File: src/rtl/npc_pkg.sv
// Shared constants for the instruction fetch unit: FSM state encoding and reset vector.
package npc_pkg;

    localparam int unsigned STATE_W   = 2;
    localparam int unsigned RETIRE_W  = 64;
    localparam int unsigned ADDR_LSBS = 2;

    typedef logic [STATE_W-1:0] state_t;

    // Fetch FSM states
    localparam logic [1:0] ST_REQ  = 2'd0;
    localparam logic [1:0] ST_WAIT = 2'd1;
    localparam logic [1:0] ST_HOLD = 2'd2;
    localparam logic [1:0] ST_ERR  = 2'd3;

    localparam logic [31:0] RESET_PC_DEFAULT = 32'h8000_0000;

    // A fetch target must be word aligned
    function automatic logic misaligned(input logic [ADDR_LSBS-1:0] low);
        return low != '0;
    endfunction

endpackage

File: src/rtl/ifu.sv
// Instruction fetch unit: one instruction in flight, REQ -> WAIT -> HOLD loop,
// terminal ERR on access fault or misaligned next pc.
module ifu
    import npc_pkg::*;
#(
    parameter int unsigned DATA_WIDTH = 32,
    parameter logic [DATA_WIDTH-1:0] RESET_PC = DATA_WIDTH'(RESET_PC_DEFAULT)
) (
    input  logic                  clk,
    input  logic                  rst,
    output logic                  imem_req_valid,
    input  logic                  imem_req_ready,
    output logic [DATA_WIDTH-1:0] imem_req_addr,
    input  logic                  imem_rsp_valid,
    input  logic [DATA_WIDTH-1:0] imem_rsp_data,
    input  logic                  imem_rsp_err,
    output logic [DATA_WIDTH-1:0] pc,
    output logic [DATA_WIDTH-1:0] inst,
    output logic                  inst_valid,
    input  logic                  inst_ready,
    input  logic [DATA_WIDTH-1:0] dnpc,
    output logic                  fetch_err,
    output logic [RETIRE_W-1:0]   retire_cnt
);

    state_t                state;
    state_t                state_nxt;
    logic [DATA_WIDTH-1:0] pc_nxt;
    logic [DATA_WIDTH-1:0] inst_nxt;
    logic                  err_nxt;
    logic [RETIRE_W-1:0]   cnt_nxt;
    logic                  req_valid_nxt;
    logic                  inst_valid_nxt;

    // The request address is the pc register itself, so it is stable while stalled
    assign imem_req_addr = pc;

    // State and all registered outputs; reset forces everything immediately
    always_ff @(posedge clk or posedge rst) begin
        if (rst) begin
            state          <= ST_REQ;
            pc             <= RESET_PC;
            inst           <= '0;
            fetch_err      <= 1'b0;
            retire_cnt     <= '0;
            imem_req_valid <= 1'b0;
            inst_valid     <= 1'b0;
        end else begin
            state          <= state_nxt;
            pc             <= pc_nxt;
            inst           <= inst_nxt;
            fetch_err      <= err_nxt;
            retire_cnt     <= cnt_nxt;
            imem_req_valid <= req_valid_nxt;
            inst_valid     <= inst_valid_nxt;
        end
    end

    // Next-state and next-output decode
    always_comb begin
        state_nxt      = state;
        pc_nxt         = pc;
        inst_nxt       = inst;
        err_nxt        = fetch_err;
        cnt_nxt        = retire_cnt;
        req_valid_nxt  = 1'b0;
        inst_valid_nxt = 1'b0;

        case (state)
            ST_REQ: begin
                // imem_req_valid is low for the first cycle out of reset, so gate on it
                if (imem_req_valid && imem_req_ready) begin
                    state_nxt = ST_WAIT;
                end
            end
            ST_WAIT: begin
                if (imem_rsp_valid) begin
                    if (imem_rsp_err) begin
                        err_nxt   = 1'b1;
                        state_nxt = ST_ERR;
                    end else begin
                        inst_nxt  = imem_rsp_data;
                        state_nxt = ST_HOLD;
                    end
                end
            end
            ST_HOLD: begin
                if (inst_valid && inst_ready) begin
                    pc_nxt  = dnpc;
                    cnt_nxt = retire_cnt + RETIRE_W'(1);
                    if (misaligned(dnpc[ADDR_LSBS-1:0])) begin
                        err_nxt   = 1'b1;
                        state_nxt = ST_ERR;
                    end else begin
                        state_nxt = ST_REQ;
                    end
                end
            end
            ST_ERR: begin
                state_nxt = ST_ERR;
            end
            default: begin
                state_nxt = ST_ERR;
            end
        endcase

        // Handshake outputs follow the state being entered
        req_valid_nxt  = (state_nxt == ST_REQ);
        inst_valid_nxt = (state_nxt == ST_HOLD);
    end

endmodule

File: config.mk
export PLATFORM = sky130hd
export DESIGN_NAME = ifu
export DESIGN_NICKNAME = d
export VERILOG_FILES = /design/src/rtl/npc_pkg.sv /design/src/rtl/ifu.sv
export SDC_FILE = /design/constraint.sdc
export NUM_CORES = 1
export LEC_CHECK = 0
export BUFFER_PORTS_ARGS = -buffer_cell sky130_fd_sc_hd__buf_2
export CORE_ASPECT_RATIO = 0.9
export CORE_MARGIN = 2
export CORE_UTILIZATION = 40
export CTS_CLUSTER_SIZE = 8
export DETAILED_ROUTE_END_ITERATION = 8
export GPL_TIMING_DRIVEN = 1
export PLACE_DENSITY = 0.77
export SYNTH_ARGS = -nofsm -noshare
export SYNTH_HDL_FRONTEND = slang
export SYNTH_SLANG_ARGS = --single-unit
export TNS_END_PERCENT = 10
File: constraint.sdc
create_clock -name clk -period 6.45 [get_ports clk]
set_clock_uncertainty 0.05 [all_clocks]
set_input_delay 1.29 -clock clk [delete_from_list [all_inputs] [get_ports clk]]
set_output_delay 1.29 -clock clk [all_outputs]
set_load 0.05 [all_outputs]
==> impl_metrics.env <==
export IMPL_grt_ovfl_total=0
export IMPL_ys_seq_elements=133
export IMPL_num_fill_cells=1276
export IMPL_core_um2=14200
export IMPL_endpoint_kind="register"
export IMPL_layout_drive_gt1_share=0.407
export IMPL_cts_made_buffers=17
export IMPL_fmax_mhz=326
export IMPL_swShare=0.460
export IMPL_p_int_mw=1.89
export IMPL_postCtsSetupRepairBufs=0
export IMPL_clk_latency_ps=410
export IMPL_yosysSeqAreaShare=0.568
export IMPL_syn_cell_area_um2=5860
export IMPL_setup_tns_ps=0
export IMPL_port_buffers=232
export IMPL_start_kind="input port"
export IMPL_hold_viol_final=0
export IMPL_place_hpwl_um=10400
export IMPL_routedWlPerCell_um=15.0
export IMPL_comb_power_share=0.399
export IMPL_viasPerCell=4.86
export IMPL_p_leak_nw=4.19
export IMPL_required_ps=6690
export IMPL_fin_ws_ps=3380
export IMPL_vias=4653
export IMPL_power_switching_mw=1.62
export IMPL_cts_sinks=133
export IMPL_hold_buffers=0
export IMPL_place_ws_ps=3000
export IMPL_worst_pin_slew_ps=920
export IMPL_dieWidth_um=132
export IMPL_maxSlewHeadroom=0.382
export IMPL_drv_slew=0
export IMPL_tritoncts="built"
export IMPL_synthTopCellsByCount="132 x dfrtp_1, 123 x nand2_1, 37 x xnor2_1"
export IMPL_synthFlopType="dfrtp_1"
export IMPL_cts_resized=0
export IMPL_hold_path_class="register to register"
export IMPL_cap_violations=0
export IMPL_yosysTopAreaCellShare=0.564
export IMPL_crit_fanout=40
export IMPL_num_rows=41
export IMPL_r2r_start="retire_cnt[3]"
export IMPL_cts_root_buf="clkbuf_16"
export IMPL_grt_pass1_vias=4570
export IMPL_ir_worst_vdd_mv=0.327
export IMPL_antenna_found_initial=0
export IMPL_chipHeight_um=119
export IMPL_synthArstFlopShare=1.00
export IMPL_max_clock_path_buffers=2
export IMPL_synth_most_common_cell="dfrtp_1"
export IMPL_p_seq_frac=0.321
export IMPL_n_antenna_cell=0
export IMPL_ant_nets=0
export IMPL_htreeDepth=4
export IMPL_grt_pass1_wl_um=23400
export IMPL_crit_type="input port to register"
export IMPL_power_density_nw_per_um2=461
export IMPL_status="completed"
export IMPL_clkPwrFrac=0.280
export IMPL_start_util=0.414
export IMPL_rsz0062_at_grt="false"
export IMPL_fin_nets=822
export IMPL_crit_start="inst_ready"
export IMPL_place_gp_congestion=0.805
export IMPL_clk_pin_slew_ps=60
export IMPL_synthDistinctLibCells=39
export IMPL_regArea_um2=3330
export IMPL_synth_avg_cell_area_um2=10.8
export IMPL_synth_area_leaders="dfrtp_1 56%, nand2_1 7.9%, mux2_2 6.1%"
export IMPL_synth_top_cell_by_area="dfrtp_1"
export IMPL_dr_pass1_iters=4
export IMPL_dieArea_um2=15600
export IMPL_synth_warnings=0
export IMPL_num_io_pins=233
export IMPL_fin_crit_sh=0.476
export IMPL_cp_data_arrival_time_ps=3310
export IMPL_synth_edf_count=0
export IMPL_drc=0
export IMPL_period_needed_ps=3070
export IMPL_grt_usage=0.188
export IMPL_synthCells=543
export IMPL_first_iter_violations=293
export IMPL_syn_num_nets=614
export IMPL_grt_max_degree=73
export IMPL_holdCritStartpoint="retire_cnt[63]"
export IMPL_finalSetupViolations=0
export IMPL_drt_total_wl_um=14400
export IMPL_multi_input_comb_area_um2=2220
export IMPL_area_growth_pct=30.0
==> logic make-up (layout without fill, tap and decap cells) <==
family | after synthesis | after routing | synth area share
buffers and inverters | 53 | 274 | 0.0547
AND/OR/NAND/NOR | 255 | 255 | 0.212
AO/OA/AOI/OAI | 6 | 6 | 0.00705
flip-flops | 133 | 133 | 0.568
adder cells (fa/ha/maj) | 1 | 1 | 0.00214
multiplexers | 32 | 32 | 0.0615
XOR/XNOR | 63 | 63 | 0.0942
==> cells in the final DEF, fill, tap and decap left out, drive strengths merged, types with 2 or more instances in the layout <==
cell,instances
buf,236
dfrtp,132
nand2,123
xnor2,37
mux2,32
nand3,29
xor2,26
nand4,25
nor2,23
clkbuf,18
nor3,14
nor4,10
inv,10
and3,9
clkinv,6
and4,5
or2,4
and2,3
bufinv,3
or4,2
==> metal layers <==
| layer | wire (um) | part of all wire | GRT usage | vias to the layer above |
|---|---|---|---|---|
| met5 | 0 | 0 | 0 | - |
| met4 | 323 | 0.023 | 0.0856 | 0 |
| met3 | 1010 | 0.071 | 0.0592 | 24 |
| met2 | 6710 | 0.47 | 0.293 | 164 |
| met1 | 6310 | 0.44 | 0.241 | 2238 |
| li1 | - | - | - | 2227 |
==> power groups by stage <==
stage               logic [mW]  registers [mW]  clock network (mW)
floorplan                0.644            1.69                   0
global placement          1.40            1.14                   0
detailed placement        1.41            1.14                   0
CTS                       1.41            1.13                1.00
global route              1.46            1.15                1.04
finish                    1.40            1.13               0.983
==> critical path: stages <==
cell      delay (ps)
buf_2            100
nand4b_1         120
buf_4            300
or4_1            510
nor4_1           600
nand4_1          210
xnor2_1          180
==> path summary, 6_finish.rpt <==
path	to	slack, ps	depth (start not counted)
min	retire_cnt[63]	430	1
min in group asynchronous	inst[4]	960	2
max reg2reg	retire_cnt[61]	3830	5
max	retire_cnt[54]	3380	7
min reg2reg	retire_cnt[63]	430	1
max in group asynchronous	retire_cnt[61]	3970	3
==> stage by stage <==
stage          std cells  utilization  area (um^2)  hold WS (ps)  power, mW
2_1_floorplan        543            -         5860           521       2.33
5_1_grt              957        0.538         7610           455       3.65
3_3_place_gp         925        0.495         7010           410       2.54
3_5_place_dp         925        0.495         7010           417       2.55
6_report             957        0.538         7610           425       3.51
4_1_cts              957        0.538         7610           431       3.54
==> cell type report <==
cell class / count / area share
clock inverters: 14 / 0.0228
well taps: 193 / 0.0317
clock buffers: 18 / 0.0564
repair buffers: 236 / 0.156
inverters: 6 / 0.00329
multi-input cells: 357 / 0.292
flip-flops and latches: 133 / 0.437
==> registers in the layout, summed over array words and instances (netlist names) <==
register / flops
fetch_err: 1
imem_req_addr: 32
imem_req_valid: 1
inst: 32
inst_valid: 1
retire_cnt: 64
state: 2
No activity file was read; power rests on OpenSTA's default activity.
